--- config.mk ---
export PLATFORM = sky130hd
export DESIGN_NAME = z3_cycle_ctrl
export DESIGN_NICKNAME = d
export VERILOG_FILES = /design/src/rtl/z3_cycle_ctrl_pkg.sv /design/src/rtl/z3_cycle_ctrl_sync.sv /design/src/rtl/z3_cycle_ctrl.sv
export SDC_FILE = /design/constraint.sdc
export NUM_CORES = 1
export LEC_CHECK = 0
export ABC_AREA = 1
export CORE_MARGIN = 2
export CORE_UTILIZATION = 43
export DETAILED_ROUTE_END_ITERATION = 7
export PLACE_DENSITY_LB_ADDON = 0.12
export SETUP_SLACK_MARGIN = 0.4
export SYNTH_ARGS = -nofsm -noshare
export SYNTH_HDL_FRONTEND = slang
export SYNTH_SLANG_ARGS = --single-unit
--- constraint.sdc ---
create_clock -name CLK -period 3.8 [get_ports CLK]
set_clock_uncertainty 0.1 [all_clocks]
set_input_delay 0.76 -clock CLK [delete_from_list [all_inputs] [get_ports CLK]]
set_output_delay 0.76 -clock CLK [all_outputs]
set_load 0.01 [all_outputs]
--- src/rtl/z3_cycle_ctrl_pkg.sv ---
// Shared definitions for the Zorro III slave-cycle front end and the SDRAM controller.
package z3_cycle_ctrl_pkg;

    typedef enum logic [1:0] {
        Z3_IDLE  = 2'd0,
        Z3_START = 2'd1,
        Z3_DATA  = 2'd2,
        Z3_END   = 2'd3
    } z3_state_t;

    localparam int Z3_SYNC_DEFAULT    = 2;
    localparam int Z3_TIMEOUT_DEFAULT = 255;
    localparam int Z3_MATCH_DEFAULT   = 4;

    // Saturating 8-bit watchdog increment.
    function automatic logic [7:0] wd_inc(input logic [7:0] v);
        return (v == 8'hFF) ? v : v + 8'd1;
    endfunction

endpackage

--- src/rtl/z3_cycle_ctrl_sync.sv ---
// Multi-flop synchroniser with synchronous active-low reset to a per-bit value.
module z3_sync
    import z3_cycle_ctrl_pkg::*;
#(
    parameter int              WIDTH   = 1,
    parameter int              STAGES  = Z3_SYNC_DEFAULT,
    parameter logic [WIDTH-1:0] RST_VAL = '0
) (
    input  logic             i_clk,
    input  logic             i_rst_n,
    input  logic [WIDTH-1:0] i_d,
    output logic [WIDTH-1:0] o_q
);

    logic [WIDTH-1:0] r_stage [STAGES];

    always_ff @(posedge i_clk) begin
        if (!i_rst_n) begin
            for (int i = 0; i < STAGES; i++) r_stage[i] <= RST_VAL;
        end else begin
            r_stage[0] <= i_d;
            for (int i = 1; i < STAGES; i++) r_stage[i] <= r_stage[i-1];
        end
    end

    assign o_q = r_stage[STAGES-1];

endmodule

--- src/rtl/z3_cycle_ctrl.sv ---
// Zorro III slave-cycle front end: strobe sync, address decode, cycle phase FSM
// and conversion of the SDRAM controller's dtack into bus-side responses.
module z3_cycle_ctrl
    import z3_cycle_ctrl_pkg::*;
#(
    parameter int SYNC_STAGES     = Z3_SYNC_DEFAULT,
    parameter int TIMEOUT_CYCLES  = Z3_TIMEOUT_DEFAULT,
    parameter int ADDR_MATCH_BITS = Z3_MATCH_DEFAULT
) (
    input  logic        CLK,
    input  logic        RESET_n,
    input  logic        FCS_n,
    input  logic [3:0]  DS_n_in,
    input  logic        DOE,
    input  logic        READ,
    input  logic [29:0] ADDR,
    input  logic        configured,
    input  logic [3:0]  base_addr,
    input  logic        dtack,
    output logic [1:0]  z3_state,
    output logic        ram_cycle,
    output logic        RW,
    output logic [3:0]  DS_n,
    output logic        SLAVE_n,
    output logic        DTACK_n,
    output logic        data_oe,
    output logic        timeout
);

    localparam logic [7:0] WD_LAST = 8'(TIMEOUT_CYCLES - 1);

    logic       w_fcs_s;
    logic [3:0] w_ds_s;
    logic       w_doe_s;
    logic       w_match;
    logic       w_unused_addr;

    z3_sync #(.WIDTH(1), .STAGES(SYNC_STAGES), .RST_VAL(1'b1)) u_sync_fcs (
        .i_clk(CLK), .i_rst_n(RESET_n), .i_d(FCS_n), .o_q(w_fcs_s)
    );

    z3_sync #(.WIDTH(4), .STAGES(SYNC_STAGES), .RST_VAL(4'hF)) u_sync_ds (
        .i_clk(CLK), .i_rst_n(RESET_n), .i_d(DS_n_in), .o_q(w_ds_s)
    );

    z3_sync #(.WIDTH(1), .STAGES(SYNC_STAGES), .RST_VAL(1'b0)) u_sync_doe (
        .i_clk(CLK), .i_rst_n(RESET_n), .i_d(DOE), .o_q(w_doe_s)
    );

    // ADDR[29:26] of the port is bus address [31:28].
    assign w_match = configured &&
                     (ADDR[29 -: ADDR_MATCH_BITS] == base_addr[3 -: ADDR_MATCH_BITS]);
    assign w_unused_addr = ^ADDR[29-ADDR_MATCH_BITS:0];

    z3_state_t  r_state;
    logic       r_ram_cycle;
    logic       r_rw;
    logic [3:0] r_ds_n;
    logic       r_slave_n;
    logic       r_dtack_n;
    logic       r_data_oe;
    logic       r_timeout;
    logic [7:0] r_wd;

    always_ff @(posedge CLK) begin
        if (!RESET_n) begin
            r_state     <= Z3_IDLE;
            r_ram_cycle <= 1'b0;
            r_rw        <= 1'b1;
            r_ds_n      <= 4'hF;
            r_slave_n   <= 1'b1;
            r_dtack_n   <= 1'b1;
            r_data_oe   <= 1'b0;
            r_timeout   <= 1'b0;
            r_wd        <= 8'd0;
        end else begin
            r_timeout <= 1'b0;
            case (r_state)
                Z3_IDLE: begin
                    if (!w_fcs_s) begin
                        if (w_match) begin
                            r_state     <= Z3_START;
                            r_ram_cycle <= 1'b1;
                            r_rw        <= READ;
                            r_slave_n   <= 1'b0;
                        end else begin
                            r_state     <= Z3_END;
                            r_ram_cycle <= 1'b0;
                            r_slave_n   <= 1'b1;
                        end
                    end
                end
                Z3_START: begin
                    if (w_fcs_s) begin
                        r_state     <= Z3_IDLE;
                        r_ram_cycle <= 1'b0;
                        r_slave_n   <= 1'b1;
                        r_rw        <= 1'b1;
                    end else if ((w_ds_s != 4'hF) && w_doe_s) begin
                        r_state <= Z3_DATA;
                        r_ds_n  <= w_ds_s;
                        r_wd    <= 8'd0;
                    end
                end
                Z3_DATA: begin
                    // Bus release beats dtack; dtack beats watchdog expiry.
                    if (w_fcs_s) begin
                        r_state     <= Z3_END;
                        r_ram_cycle <= 1'b0;
                        r_slave_n   <= 1'b1;
                        r_dtack_n   <= 1'b1;
                        r_data_oe   <= 1'b0;
                    end else if (dtack) begin
                        r_dtack_n <= 1'b0;
                        r_data_oe <= r_rw && w_doe_s;
                    end else if (r_dtack_n && (r_wd == WD_LAST)) begin
                        r_state     <= Z3_END;
                        r_ram_cycle <= 1'b0;
                        r_slave_n   <= 1'b1;
                        r_data_oe   <= 1'b0;
                        r_timeout   <= 1'b1;
                    end else begin
                        r_data_oe <= r_rw && w_doe_s;
                        if (r_dtack_n) r_wd <= wd_inc(r_wd);
                    end
                end
                Z3_END: begin
                    r_ram_cycle <= 1'b0;
                    // Latched cycle attributes return to idle values with the bus.
                    if (w_fcs_s) begin
                        r_state <= Z3_IDLE;
                        r_rw    <= 1'b1;
                        r_ds_n  <= 4'hF;
                    end
                end
                default: r_state <= Z3_IDLE;
            endcase
        end
    end

    assign z3_state  = r_state;
    assign ram_cycle = r_ram_cycle;
    assign RW        = r_rw;
    assign DS_n      = r_ds_n;
    assign SLAVE_n   = r_slave_n;
    assign DTACK_n   = r_dtack_n;
    assign data_oe   = r_data_oe;
    assign timeout   = r_timeout;

endmodule

# Word level (Yosys, flattened, before mapping)
# Memories as Yosys holds them, arrays and structs flattened.
# Cells that the tools add are included.
dict set report word_totals {
  regBits 20
  ram_bits 12
  inputBits 45
  output_inout_bits 12
  word_cells 114
  mem_count 3
}
dict set report op_classes {
  n_addsub 1
  n_eq_ne 22
  muxes 52
  n_bitwise 8
  n_reduce_logical 19
}
# memory depth width read_ports rd_clocked_by_memory_dff write_ports line
set mem_list {}
lappend mem_list {u_sync_ds.r_stage 2 4 2 0 2 z3_cycle_ctrl_sync.sv:15} ;# logic [WIDTH-1:0] r_stage [STAGES];
lappend mem_list {u_sync_doe.r_stage 2 1 2 0 2 z3_cycle_ctrl_sync.sv:15}
lappend mem_list {u_sync_fcs.r_stage 2 1 2 0 2 z3_cycle_ctrl_sync.sv:15}
# cell n
set op_table {}
lappend op_table {{$mux 8} 7}
lappend op_table {{$mux 1} 26}
lappend op_table {{$ne 2x2->1 const B} 11}
lappend op_table {{$mux 4} 5}
lappend op_table {{$eq 8x8->1 const B} 2}
lappend op_table {{$mux 2} 8}
lappend op_table {{$pmux 8 s2} 1}
lappend op_table {{$reduce_and 4->1} 3}
lappend op_table {{$reduce_and 5->1} 2}
lappend op_table {{$ne 3x3->1 const B} 3}
lappend op_table {{$add 8x1->8 const B} 1}
lappend op_table {{$pmux 2 s4} 1}
lappend op_table {{$pmux 4 s2} 1}
lappend op_table {{$reduce_and 8->1} 1}
lappend op_table {{$reduce_bool 2->1} 4}
lappend op_table {{$or 1x1->1} 6}
lappend op_table {{$eq 2x2->1 const B} 2}
lappend op_table {{$eq 4x4->1} 1}
lappend op_table {{$logic_and 1x1->1} 4}
lappend op_table {{$ne 4x4->1 const B} 1}
lappend op_table {{$pmux 1 s4} 1}
lappend op_table {{$reduce_or 4->1} 1}
lappend op_table {{$pmux 1 s3} 1}
lappend op_table {{$reduce_bool 3->1} 1}
lappend op_table {{7 further kinds} 8}

# Logic depth before layout (Yosys ltp)
dict set report logic_depth {
  depth_word 7
  depth_mapped 11
}

# Modules after synthesis
# A second synthesis with hierarchy kept.
dict set report unflattened {
  hier_cells 242
  area_unflattened_um2 1677.9
}
# module instances cells_per_inst area_each_um2 seq_area_each_um2
set modules_own_cells {}
lappend modules_own_cells {z3_cycle_ctrl 1 201 1312.5 400.4}
lappend modules_own_cells {{z3_sync (u_sync_ds)} 1 29 255.2 160.2}
lappend modules_own_cells {{z3_sync (u_sync_doe ...)} 2 6 55.1 40.0}

# Worst setup path after synthesis
# OpenSTA, ideal clock, no wires.
dict set report synth_path {
  path_kind {register to register}
  start {reg r_state[1] (netlist: z3_state[1])}
  end {reg r_wd[1]}
  setup_ns 0.116
  arrival_time_ns 1.520
  required_time_ns 3.584
  setup_slack_ns 2.065
  stages_incl_launch_ff 9
  path_buffers 0
  period_less_slack_ns 1.735
  cell_sequence {dfxtp_1 inv_1 ha_1 nand2_1 nand3_1 a21oi_4 nand2_4 o21ai_0 nor2_1}
}
dict set report synth_between {
  elab_chain_len 3
  elab_cells_between_ends 12
  classes_between {eq/ne: 9; mux: 1; reduce/logical: 2}
}
# element line
set synth_lines {}
lappend synth_lines {{start: declaration} z3_cycle_ctrl.sv:55} ;# z3_state_t r_state;
lappend synth_lines {{start signal: assignment} z3_cycle_ctrl.sv:67} ;# r_state <= Z3_IDLE;
lappend synth_lines {{start signal: assignment} z3_cycle_ctrl.sv:82} ;# r_state <= Z3_START;
lappend synth_lines {{start signal: assignment} z3_cycle_ctrl.sv:87} ;# r_state <= Z3_END;
lappend synth_lines {{$eq 2x2->1 / $eq 2x1->1 (equally long branches)} z3_cycle_ctrl.sv:78} ;# case (r_state)
lappend synth_lines {{$ne 2x2->1 (no source line) / $reduce_bool 2->1 (equally long branches)} --}
lappend synth_lines {{$reduce_and 8->1 (no source line)} --}
lappend synth_lines {{end signal: assignment} z3_cycle_ctrl.sv:124} ;# if (r_dtack_n) r_wd <= wd_inc(r_wd);
lappend synth_lines {{end: declaration} z3_cycle_ctrl.sv:63} ;# logic [7:0] r_wd;
# Several ways; a longest one is shown, not always the timed one.
# A chain may end at the register's enable or synchronous reset.

==> impl_metrics.csv <==
group,metric,value,unit
timing,tns,0,ps
clocking,htree_levels,2,
layout,syn2layout_area_growth,26.3,%
clocking,cts_resized,0,
power,power.leakage,0.000942,uW
worst_setup_path,start_kind,"primary input",
clocking,clk_latency,280,ps
global_routing,track_usage,18.1,%
worst_hold_path,hold_end,"u_sync_ds.r_stage[0][7]$_SDFF_PN1_",
timing,rsz0062_at_grt,"false",
power,irDropWorstVdd,322,uV
die,core,3690,um2
synth,ys_warn_count,0,
worst_hold_path,holdCritPathClass,"reg -> reg",
placed_design,pre_cts_slack,1320,ps
routing,antenna_left,0,
clocking,cts_tree,"yes",
clocking,cts_hold_buf,0,
synth,synth_area,1660,um2
timing,timing.final.ws_setup,1640,ps
die,num_rows,22,
synth,synth_top_family_by_area,"simple AND/OR/NAND/NOR gates",
global_routing,grt_max_degree,25,
routing,drt-initial-drc-count,75,
synth,synth_top_cell_by_area,"dfxtp_1",
timing,setup_viol,0,
layout,drive_above_1_share,11.8,%
synth,synth_compound_area_share,10.5,%
synth,syn_inst,238,
timing,maxSlewHeadroom,52.7,%
worst_setup_path,reg2reg_from,"z3_state[0]$_SDFFE_PN0P_",
synth,synth_ff_type,"dfxtp_1",
global_routing,grt_pass1_wl,5990,um
worst_setup_path,r2r_end,"r_wd[1]$_SDFFE_PN0P_",
clocking,cts.clk_slew.worst_paths,70,ps
clocking,cts_setup_buffers,0,
clocking,clockBufferDepth,2,
routing,wire_per_inst,10.4,um
worst_setup_path,worstSetupPathType,"in -> reg",
placed_design,portBuffers,30,
die,start_util,45.1,%
worst_hold_path,worstHoldPathCells,1,
synth,synth_xor_area_share,1.58,%
worst_setup_path,critPathMaxFanout,24,
worst_setup_path,cp.required,3870,ps
layout,diodes,0,
clocking,cts_sinks,32,
synth,synthTopCellsByCount,"nand2_1 (61), dfxtp_1 (32), inv_1 (30), nor2_1 (27), nand3_1 (20)",
timing,fmax,462,MHz
worst_setup_path,r2r_cells,8,
synth,synth_seq_cells,32,
routing,drc,0,
synth,syn_nets,291,
layout,finalNetCount,324,
worst_setup_path,cp_data_arrival_time,2230,ps
timing,finalCriticalPeriod,2160,ps
global_routing,antenna_found_initial,0,
synth,synthMuxAreaShare,0,%
synth,avgSynthCellArea,6.99,um2
timing,maxSlewViolCount,0,
timing,hold_viol,0,
routing,via_per_inst,4.63,
worst_setup_path,end_kind,"flop",
routing,num_vias,1482,
power,p_per_area,580,nW/um2
die,dieArea,4380,um2
die,die_h,66.2,um
placed_design,place_hpwl,2390,um
clocking,cts_root_buf,"clkbuf_8",
routing,wl,3330,um
global_routing,grt_pass1_vias,1339,
synth,yosysUniqueCellTypes,25,
run_status,status,"finished, final reports clean",
global_routing,gr-total-overflow,0,
timing,fin_crit_sh,56.9,%
run,cap_violations,0,
timing,worst_pin_slew,709,ps
die,ios,57,
worst_setup_path,rrSetupSlack,1730,ps
synth,synth.most_common_cell,"nand2_1",
synth,synth_edf_count,0,
synth,ys_async_sr_fraction,0,%
synth,seq_area_frac_synth,38.5,%
layout,num-fill-cells,388,
worst_hold_path,hold_start,"u_sync_ds.r_stage[0][3]$_SDFF_PN1_",
clocking,numCtsBuffers,5,
die,die_x,66.2,um
placed_design,gp_congestion,0.780,
routing,dr.pass1.iters,4,
synth,synthDominantCellAreaShare,38.5,%
synth,ys_top_cells_by_area,"dfxtp_1 (39%), nand2_1 (14%), inv_1 (6.8%)",
synth,synth-simple-area-share,35.4,%
synth,synth_fa_ha_area_share,6.02,%
==> registers in the layout (all words and copies together) (netlist names) <==
register            cells
DS_n                    4
DTACK_n                 1
RW                      1
SLAVE_n                 1
data_oe                 1
r_wd                    8
ram_cycle               1
timeout                 1
u_sync_doe.r_stage      2
u_sync_ds.r_stage       8
u_sync_fcs.r_stage      2
z3_state                2
==> worst max-delay path, stage by stage <==
cell and delay, ps:
clkdlybuf4s50_1 660, inv_1 400, or2_2 410
==> placed cells by master, fill, tap and decap left out, types with 3 or more instances in the layout <==
cell type | synthesis | layout
or2_2 | 11 | 11
nand3_1 | 20 | 20
o21ai_0 | 5 | 5
nand2_1 | 61 | 61
clkbuf_8 | 0 | 5
o21ai_1 | 5 | 5
clkdlybuf4s50_1 | 0 | 30
ha_1 | 8 | 8
nor2_1 | 27 | 27
a21oi_1 | 15 | 15
inv_1 | 30 | 30
nand3_2 | 3 | 3
dfxtp_1 | 32 | 32
==> through the flow <==
step | util [%] | std cells | hold WS (ps) | power (uW) | cell area (um2)
2_1_floorplan | - | 238 | 290 | 783 | 1660
3_3_place_gp | 54.4 | 312 | 294 | 957 | 2010
3_5_place_dp | 54.4 | 312 | 298 | 959 | 2010
4_1_cts | 56.9 | 320 | 316 | 1230 | 2100
5_1_grt | 56.9 | 320 | 327 | 1330 | 2100
6_report | 56.9 | 320 | 314 | 1220 | 2100
==> worst max-delay path by stage <==
stage / to / from / slack [ps] / cells past startpoint
after global routing: u_sync_ds.r_stage[0][6]$_SDFF_PN1_ / RESET_n / 1510 / 3
final: u_sync_ds.r_stage[0][6]$_SDFF_PN1_ / RESET_n / 1640 / 3
after detailed placement: u_sync_ds.r_stage[0][6]$_SDFF_PN1_ / RESET_n / 1320 / 3
after global placement: u_sync_ds.r_stage[0][4]$_SDFF_PN1_ / RESET_n / 1350 / 3
after floorplan: r_wd[1]$_SDFFE_PN0P_ / z3_state[1]$_SDFFE_PN0P_ / 2060 / 8
after CTS: u_sync_ds.r_stage[0][6]$_SDFF_PN1_ / RESET_n / 1640 / 3
==> kinds of logic (layout without fill, tap and decap cells) <==
| group | count (synthesis) | after routing |
|---|---|---|
| AO/OA/AOI/OAI | 30 | 30 |
| AND/OR/NAND/NOR | 130 | 130 |
| adder cells (fa/ha/maj) | 8 | 8 |
| buffers and inverters | 35 | 69 |
| XOR/XNOR | 3 | 3 |
| flip-flops | 32 | 32 |
==> power breakdown <==
part | internal (uW) | total (uW) | switching, uW
logic | 217 | 523 | 306
registers | 389 | 430 | 41.6
clock network | 130 | 265 | 136
total | 735 | 1220 | 483
==> cell type report <==
class | count | area, um2 | share of cell area [%]
Clock buffer | 5 | 68.8 | 3.28
Clock inverter | 3 | 23.8 | 1.13
Inverter | 31 | 116 | 5.54
Multi-Input combinational cell | 171 | 890 | 42.4
Sequential cell | 32 | 641 | 30.5
Tap cell | 48 | 60.1 | 2.86
Timing Repair Buffer | 30 | 300 | 14.3
==> per-layer routing <==
layer,GRT usage [%],part of all wire [%]
met2,28.4,47
met4,6.12,0.30
met3,5.79,4.0
met5,0,0
met1,23.5,49
(Power assumes the default switching activity.)
